**config.mk**
```make
export PLATFORM = sky130hd
export DESIGN_NAME = ec_controller
export DESIGN_NICKNAME = d
export VERILOG_FILES = /design/src/rtl/ec_pkg.sv /design/src/rtl/ec_controller.sv
export SDC_FILE = /design/constraint.sdc
export NUM_CORES = 1
export LEC_CHECK = 0
export ABC_CLOCK_PERIOD_IN_PS = 1690
export CORE_MARGIN = 1
export CORE_UTILIZATION = 25
export CTS_CLUSTER_DIAMETER = 150
export DETAILED_ROUTE_END_ITERATION = 8
export GPL_TIMING_DRIVEN = 0
export MAX_ROUTING_LAYER = met4
export PLACE_DENSITY = 0.55
export SLEW_MARGIN = 0
export SYNTH_ARGS = -nofsm -noshare
export SYNTH_HDL_FRONTEND = slang
export SYNTH_SLANG_ARGS = --single-unit
export TNS_END_PERCENT = 30
```
**constraint.sdc**
```tcl
create_clock -name Clock -period 1.69 [get_ports Clock]
set_input_delay 0.2535 -clock Clock [delete_from_list [all_inputs] [get_ports Clock]]
set_output_delay 0.2535 -clock Clock [all_outputs]
set_load 0.03 [all_outputs]
```
**src/rtl/ec_pkg.sv**
```systemverilog
// Shared encodings for the accumulator-processor control unit.
// Holds opcode codes, FSM state encodings (also shown on the debug LEDs)
// and the accumulator source-select codes driven on Asel.
package ec_pkg;

  localparam logic [2:0] OP_LOAD  = 3'b000;
  localparam logic [2:0] OP_STORE = 3'b001;
  localparam logic [2:0] OP_ADD   = 3'b010;
  localparam logic [2:0] OP_SUB   = 3'b011;
  localparam logic [2:0] OP_INPUT = 3'b100;
  localparam logic [2:0] OP_JZ    = 3'b101;
  localparam logic [2:0] OP_JPOS  = 3'b110;
  localparam logic [2:0] OP_HALT  = 3'b111;

  // Encodings are fixed because State is exported for LED debug.
  typedef enum logic [3:0] {
    S_START  = 4'd0,
    S_FETCH  = 4'd1,
    S_DECODE = 4'd2,
    S_LOAD   = 4'd3,
    S_STORE  = 4'd4,
    S_ADD    = 4'd5,
    S_SUB    = 4'd6,
    S_INPUT  = 4'd7,
    S_INWAIT = 4'd8,
    S_JZ     = 4'd9,
    S_JPOS   = 4'd10,
    S_HALT   = 4'd11
  } ec_state_t;

  localparam logic [1:0] ASEL_ALU  = 2'b00;
  localparam logic [1:0] ASEL_IN   = 2'b01;
  localparam logic [1:0] ASEL_MEM  = 2'b10;
  localparam logic [1:0] ASEL_ZERO = 2'b11;

endpackage

```
**src/rtl/ec_controller.sv**
```systemverilog
// Control FSM for the 8-bit accumulator processor datapath.
// Inputs : Clock, Resetn (sync, active-low), IR (opcode), Aeq0/Apos (A status),
//          Enter (debounced operator key, level).
// Outputs: datapath control word Reset, IRload, JMPmux, PCload, Meminst, MemWr,
//          Asel[1:0], Aload, Sub; Halt while halted; State[3:0] for LED debug.
// Moore outputs except Aload in INPUT and PCload in JZ/JPOS.
module ec_controller
  import ec_pkg::*;
(
  input  logic       Clock,
  input  logic       Resetn,
  input  logic [2:0] IR,
  input  logic       Aeq0,
  input  logic       Apos,
  input  logic       Enter,
  output logic       Reset,
  output logic       IRload,
  output logic       JMPmux,
  output logic       PCload,
  output logic       Meminst,
  output logic       MemWr,
  output logic [1:0] Asel,
  output logic       Aload,
  output logic       Sub,
  output logic       Halt,
  output logic [3:0] State
);

  ec_state_t state, state_next;

  always_ff @(posedge Clock) begin
    if (!Resetn) state <= S_START;
    else         state <= state_next;
  end

  always_comb begin
    state_next = S_START;
    case (state)
      S_START:  state_next = S_FETCH;
      S_FETCH:  state_next = S_DECODE;
      S_DECODE: begin
        case (IR)
          OP_LOAD:  state_next = S_LOAD;
          OP_STORE: state_next = S_STORE;
          OP_ADD:   state_next = S_ADD;
          OP_SUB:   state_next = S_SUB;
          OP_INPUT: state_next = S_INPUT;
          OP_JZ:    state_next = S_JZ;
          OP_JPOS:  state_next = S_JPOS;
          default:  state_next = S_HALT;
        endcase
      end
      S_LOAD, S_STORE, S_ADD, S_SUB, S_JZ, S_JPOS: state_next = S_FETCH;
      // Enter must be seen high then low so one key press loads exactly once.
      S_INPUT:  state_next = Enter ? S_INWAIT : S_INPUT;
      S_INWAIT: state_next = Enter ? S_INWAIT : S_FETCH;
      S_HALT:   state_next = S_HALT;
      default:  state_next = S_START;
    endcase
  end

  always_comb begin
    Reset   = 1'b0;
    IRload  = 1'b0;
    JMPmux  = 1'b0;
    PCload  = 1'b0;
    Meminst = 1'b0;
    MemWr   = 1'b0;
    Asel    = ASEL_ALU;
    Aload   = 1'b0;
    Sub     = 1'b0;
    Halt    = 1'b0;
    case (state)
      S_START: Reset = 1'b1;
      S_FETCH: begin
        IRload  = 1'b1;
        PCload  = 1'b1;
        Meminst = 1'b1;
      end
      S_LOAD: begin
        Asel  = ASEL_MEM;
        Aload = 1'b1;
      end
      S_STORE: MemWr = 1'b1;
      S_ADD:   Aload = 1'b1;
      S_SUB: begin
        Sub   = 1'b1;
        Aload = 1'b1;
      end
      S_INPUT: begin
        Asel  = ASEL_IN;
        Aload = Enter;
      end
      S_JZ: begin
        JMPmux = 1'b1;
        PCload = Aeq0;
      end
      S_JPOS: begin
        JMPmux = 1'b1;
        PCload = Apos;
      end
      S_HALT:  Halt = 1'b1;
      default: ;
    endcase
  end

  assign State = state;

endmodule

```
==> flow_metrics.env, run 1 <==
export IMPL_area_growth_pct=63.8
export IMPL_hold_buffers=0
export IMPL_final_nets=102
export IMPL_end_kind="output port"
export IMPL_r2r_end="State[0]"
export IMPL_ys_seq_elements=4
export IMPL_port_buffer_count=22
export IMPL_diodes=0
export IMPL_period_minus_slack_ps=1630
export IMPL_drive_above_1_share=0.380
export IMPL_post_route_period_util=0.962
export IMPL_tightest_slew_ps=302
export IMPL_placed_area_um2=726
export IMPL_cellPowerDensity_nw_per_um2=920
export IMPL_ff2ff_path_depth=6
export IMPL_dieWidth_um=44.7
export IMPL_hold_slack_ps=670
export IMPL_cp_max_fo=5
export IMPL_required_ps=1440
export IMPL_ys_warn_count=0
export IMPL_critical_path_arrival_ps=1370
export IMPL_largest_reg_flops=4
export IMPL_crit_chain="buf_6 -> buf_4 -> nor3_1 -> dlygate4sd2_1"
export IMPL_hold_depth=3
export IMPL_numCtsBuffers=3
export IMPL_cpPeakStageDelay_ps=410
export IMPL_synth_cell_area_um2=457
export IMPL_regToRegStartpoint="State[0]"
export IMPL_rsz0062_at_grt="yes"
export IMPL_crit_family="buffers and inverters"
export IMPL_drtIter0Drc=3
export IMPL_grt_pass1_wl_um=1850
export IMPL_p_leak_nw=0.301
export IMPL_cp_buffers_inverters=3
export IMPL_rows=15
export IMPL_hold_path_end="State[2]"
export IMPL_finalSetupViolations=0
export IMPL_hold_viol_final=0
export IMPL_drcViolationCount=0
export IMPL_min_delay_start="State[2]"
export IMPL_clk_pin_slew_worst_paths_ps=30
export IMPL_clock_root_buffer="clkbuf_4"
export IMPL_r2r_setup_slack_ps=410
export IMPL_grt_max_degree=11
export IMPL_finClkSkew_ps=4.68
export IMPL_core_area_um2=1730
export IMPL_finalCoreUtilization=0.433
export IMPL_critPathSlowestCell="dlygate4sd2_1"
export IMPL_die_h_um=44.7
export IMPL_routabilityCongestion=0.743
export IMPL_slew_limit_headroom=0.798
export IMPL_dieArea_um2=2000
export IMPL_ys_seq_area_frac=0.175
export IMPL_timing_fmax_mhz=615
export IMPL_cts_num_sinks=4
export IMPL_syn_area_per_cell_um2=7.25
export IMPL_final_design_area_no_fill_um2=748
export IMPL_h_tree_depth=1
export IMPL_status="finished clean"
export IMPL_startpoint_type="flip-flop"
export IMPL_maxSlewViolCount=0
export IMPL_syn_num_nets=71
export IMPL_drtPass1Iterations=4
export IMPL_wirelength_um=1250
export IMPL_antenna_found_initial=0
export IMPL_vias=518
export IMPL_viasPerCell=4.43
export IMPL_track_usage=0.130
export IMPL_vdd_drop_max_mv=0.501
export IMPL_dp_hpwl_um=885
export IMPL_grt_remaining_overflow=0
export IMPL_clkLatencyLatePin_ps=230
export IMPL_worstSetupPathType="flip-flop to output port"
export IMPL_syn_inst=63
export IMPL_ant_nets=0
export IMPL_cts_max_path_buffers=2
export IMPL_hold_path_class="flip-flop to flip-flop"
export IMPL_grt_pass1_vias=421
export IMPL_max_cap_viol_count=0
export IMPL_initial_utilization=0.264
export IMPL_yosysUniqueCellTypes=28
export IMPL_design_portCount=23
export IMPL_cts_tree="done"
export IMPL_startpoint="State[0]"
export IMPL_post_drt_wl_per_cell_um=10.7
routing by layer:
layer  routed length [um]  vias up  track usage
met4                    0        0            0
met2                  586       17        0.185
met3                   73        0       0.0560
li1                     -      278            -
met5                    0        -            -
met1                  594      223        0.183
placed cells by master (no fill, tap or decap), types with 3 or more instances in the layout:
cell             count
a31oi_1              3
nor3_1               3
buf_4                5
nor2_1              11
clkbuf_4             4
clkbuf_2             4
nand3b_1             3
a21oi_1              5
buf_6                3
clkdlybuf4s50_1     10
nand2_1              4
buf_2                5
synth_stat cells, drive strengths merged:
library cell | count | area share
nand3b | 3 | 0.049
nor2b | 2 | 0.038
a22oi | 1 | 0.016
nand2 | 5 | 0.041
a21o | 1 | 0.016
inv | 2 | 0.016
nand2b | 4 | 0.082
nor3b | 2 | 0.033
buf | 5 | 0.11
nor4 | 2 | 0.027
o21ai | 2 | 0.022
dfxtp | 4 | 0.18
a21oi | 5 | 0.055
nor2 | 12 | 0.10
o32ai | 1 | 0.019
nor3 | 4 | 0.068
xnor2 | 1 | 0.019
a31oi | 3 | 0.041
o21a | 1 | 0.016
nand3 | 1 | 0.011
mux2i | 1 | 0.022
xor2 | 1 | 0.019
worst max path at each step:
stage | cells past startpoint | to | slack, ps
2_1_floorplan | 4 | Meminst | -170
6_report | 4 | MemWr | 60
4_1_cts | 4 | Aload | -180
3_5_place_dp | 4 | Aload | -330
5_1_grt | 5 | Aload | -30
3_3_place_gp | 4 | Aload | -340
power by group:
| group | internal [mW] | switching, mW |
|---|---|---|
| Combinational | 0.199 | 0.251 |
| Clock | 0.0792 | 0.0364 |
| Sequential | 0.110 | 0.0126 |
| Total | 0.389 | 0.299 |
worst min-delay path, cell delays in order, from the launching register on:
cell and delay (ps):
dfxtp_2 390, nor3_4 80, a21oi_1 120, nor2_1 40
stage by stage:
step / setup WS (ps) / cells / power (mW) / TNS [ps]
after global routing: -28.2 / 117 / 0.735 / -28.2
after global placement: -341 / 110 / 0.552 / -1230
after detailed placement: -331 / 110 / 0.553 / -1230
after floorplan: -169 / 63 / 0.413 / -337
after CTS: -179 / 113 / 0.657 / -350
final: 63.7 / 117 / 0.688 / 0
cells by family (layout without fill, tap and decap cells):
| family | count (synthesis) | after routing | synth area share |
|---|---|---|---|
| and+or+nand+nor | 35 | 35 | 0.455 |
| AOI/OAI and AO/OA | 14 | 14 | 0.186 |
| buffers and inverters | 7 | 36 | 0.123 |
| DFF | 4 | 4 | 0.175 |
| xor gates and xnor gates | 2 | 2 | 0.0384 |
| muxes | 1 | 1 | 0.0219 |
cell type report:
class / count / area (um^2)
multi-input cells: 52 / 352
well taps: 25 / 31.3
clock buffers: 3 / 22.5
repair buffers: 26 / 204
inverters: 2 / 7.51
flip-flops and latches: 4 / 82.6
plain buffers: 5 / 48.8
fillers: 194 / 978
repair_timing:
item | CTS | global route
endpoints found under the setup margin | 12 | 10
resized for setup | 31 | 20
pin swaps | 0 | 0
gates cloned | 0 | 1
buffers inserted | 0 | 3
Power figures use the tool's default switching activity.
==> run 2, diff against run 1 <==
Settings changed: TNS_END_PERCENT 30 to unset.
==> flow_metrics.env, run 2 (synthesized netlist as in run 1, its figures left out) <==
export IMPL_grt_remaining_overflow=0
export IMPL_timing_fmax_mhz=618
export IMPL_numCtsBuffers=3
export IMPL_die_h_um=44.7
export IMPL_finClkSkew_ps=4.11
export IMPL_h_tree_depth=1
export IMPL_tightest_slew_ps=306
export IMPL_post_cts_buffers=0
export IMPL_antenna_found_initial=0
export IMPL_viasPerCell=4.52
export IMPL_worstSetupPathType="flip-flop to output port"
export IMPL_largest_reg_flops=4
export IMPL_min_delay_start="Resetn"
export IMPL_crit_family="buffers and inverters"
export IMPL_initial_utilization=0.264
export IMPL_end_kind="output port"
export IMPL_status="finished clean"
export IMPL_drive_above_1_share=0.364
export IMPL_clkLatencyLatePin_ps=240
export IMPL_regToRegStartpoint="State[3]"
export IMPL_diodes=0
export IMPL_fill_cells=201
export IMPL_drtPass1Iterations=3
export IMPL_cellPowerDensity_nw_per_um2=895
export IMPL_maxSlewViolCount=0
export IMPL_core_area_um2=1730
export IMPL_fin_setup_tns_ps=0
export IMPL_startpoint_type="flip-flop"
export IMPL_hold_buffers=0
export IMPL_dieArea_um2=2000
export IMPL_cpPeakStageDelay_ps=330
export IMPL_rsz0062_at_grt="yes"
export IMPL_area_growth_pct=69.9
export IMPL_critPathSlowestCell="dfxtp_1"
export IMPL_required_ps=1440
export IMPL_finalSetupViolations=0
export IMPL_finalWorstSetupSlack_ps=71.8
export IMPL_hold_path_class="primary input to flip-flop"
export IMPL_slew_limit_headroom=0.795
export IMPL_multi_input_area_um2=385
export IMPL_dp_hpwl_um=890
export IMPL_rows=15
export IMPL_cts_tree="done"
export IMPL_wirelength_um=1210
export IMPL_cp_buffers_inverters=3
export IMPL_design_portCount=23
export IMPL_drtIter0Drc=11
export IMPL_final_cell_mix="nor2_1, clkdlybuf4s50_1"
export IMPL_post_route_period_util=0.958
export IMPL_grt_max_degree=11
export IMPL_dp_slack_ps=-349
export IMPL_clock_root_buffer="clkbuf_4"
export IMPL_cts_max_path_buffers=2
export IMPL_hold_viol_final=0
export IMPL_vias=511
export IMPL_startpoint="State[0]"
export IMPL_clk_pin_slew_worst_paths_ps=40
export IMPL_period_minus_slack_ps=1620
export IMPL_track_usage=0.130
export IMPL_p_leak_nw=0.303
export IMPL_cp_max_fo=10
export IMPL_hold_slack_ps=642
export IMPL_max_cap_viol_count=0
export IMPL_vdd_drop_max_mv=0.509
export IMPL_ant_nets=0
export IMPL_crit_chain="buf_6 -> nor2b_4 -> nor3b_4 -> buf_4 -> buf_6"
export IMPL_grt_pass1_vias=450
export IMPL_drcViolationCount=0
export IMPL_dieWidth_um=44.7
export IMPL_critical_path_arrival_ps=1360
export IMPL_crit_path_frequent_cell="buf_6"
export IMPL_totalPowerFinal_mw=0.694
export IMPL_routabilityCongestion=0.707
export IMPL_mostFrequentLayoutCell="nor2_1"
export IMPL_post_drt_wl_per_cell_um=10.7
export IMPL_port_buffer_count=22
export IMPL_grt_pass1_wl_um=1890
export IMPL_final_nets=98
export IMPL_cts_num_sinks=4
export IMPL_final_seq_area_um2=81.3
[run 2: path summary, 6_finish.rpt]
path / slack (ps) / end / cells after the start
worst max register to register: 500 / State[1] / 5
worst min register to register: 670 / State[3] / 3
worst min-delay path: 640 / State[2] / 3
worst max-delay path: 70 / Meminst / 5
[run 2: through the flow]
stage | instances | area, um^2 | util
finish | 113 | 776 | 0.449
global placement | 110 | 743 | 0.430
floorplan | 63 | 492 | -
detailed placement | 110 | 743 | 0.430
global route | 113 | 776 | 0.449
CTS | 113 | 759 | 0.440
[run 2: where the power goes]
part           leakage (nW)  internal, mW  switching, mW
combinational         0.256         0.200          0.255
clock                0.0138        0.0795         0.0403
sequential           0.0333         0.109         0.0107
total                 0.303         0.388          0.306
[run 2: area by class of cell]
type | instances | share of cell area
buffer | 5 | 0.0629
clock buffer | 3 | 0.0290
inverter | 2 | 0.00968
multi-input combinational | 52 | 0.497
sequential | 4 | 0.105
tap | 25 | 0.0403
timing repair buffer | 22 | 0.256
[run 2: worst min-delay path, stage by stage]
cell and delay [ps]:
clkdlybuf4s50_1 400, nand2_1 120, nor2_1 60
[run 2: repair_timing]
item                       4_1_cts  5_1_grt
hold endpoints to repair         0        0
resized for setup               40       14
pin swaps                        1        0
setup endpoints to repair       12        7
gates cloned                     0        0
[run 2: metal layers]
layer  share of wire  GRT usage
met1            0.49      0.173
met2            0.46      0.200
met3           0.050     0.0520
met4               0          0
met5               0          -
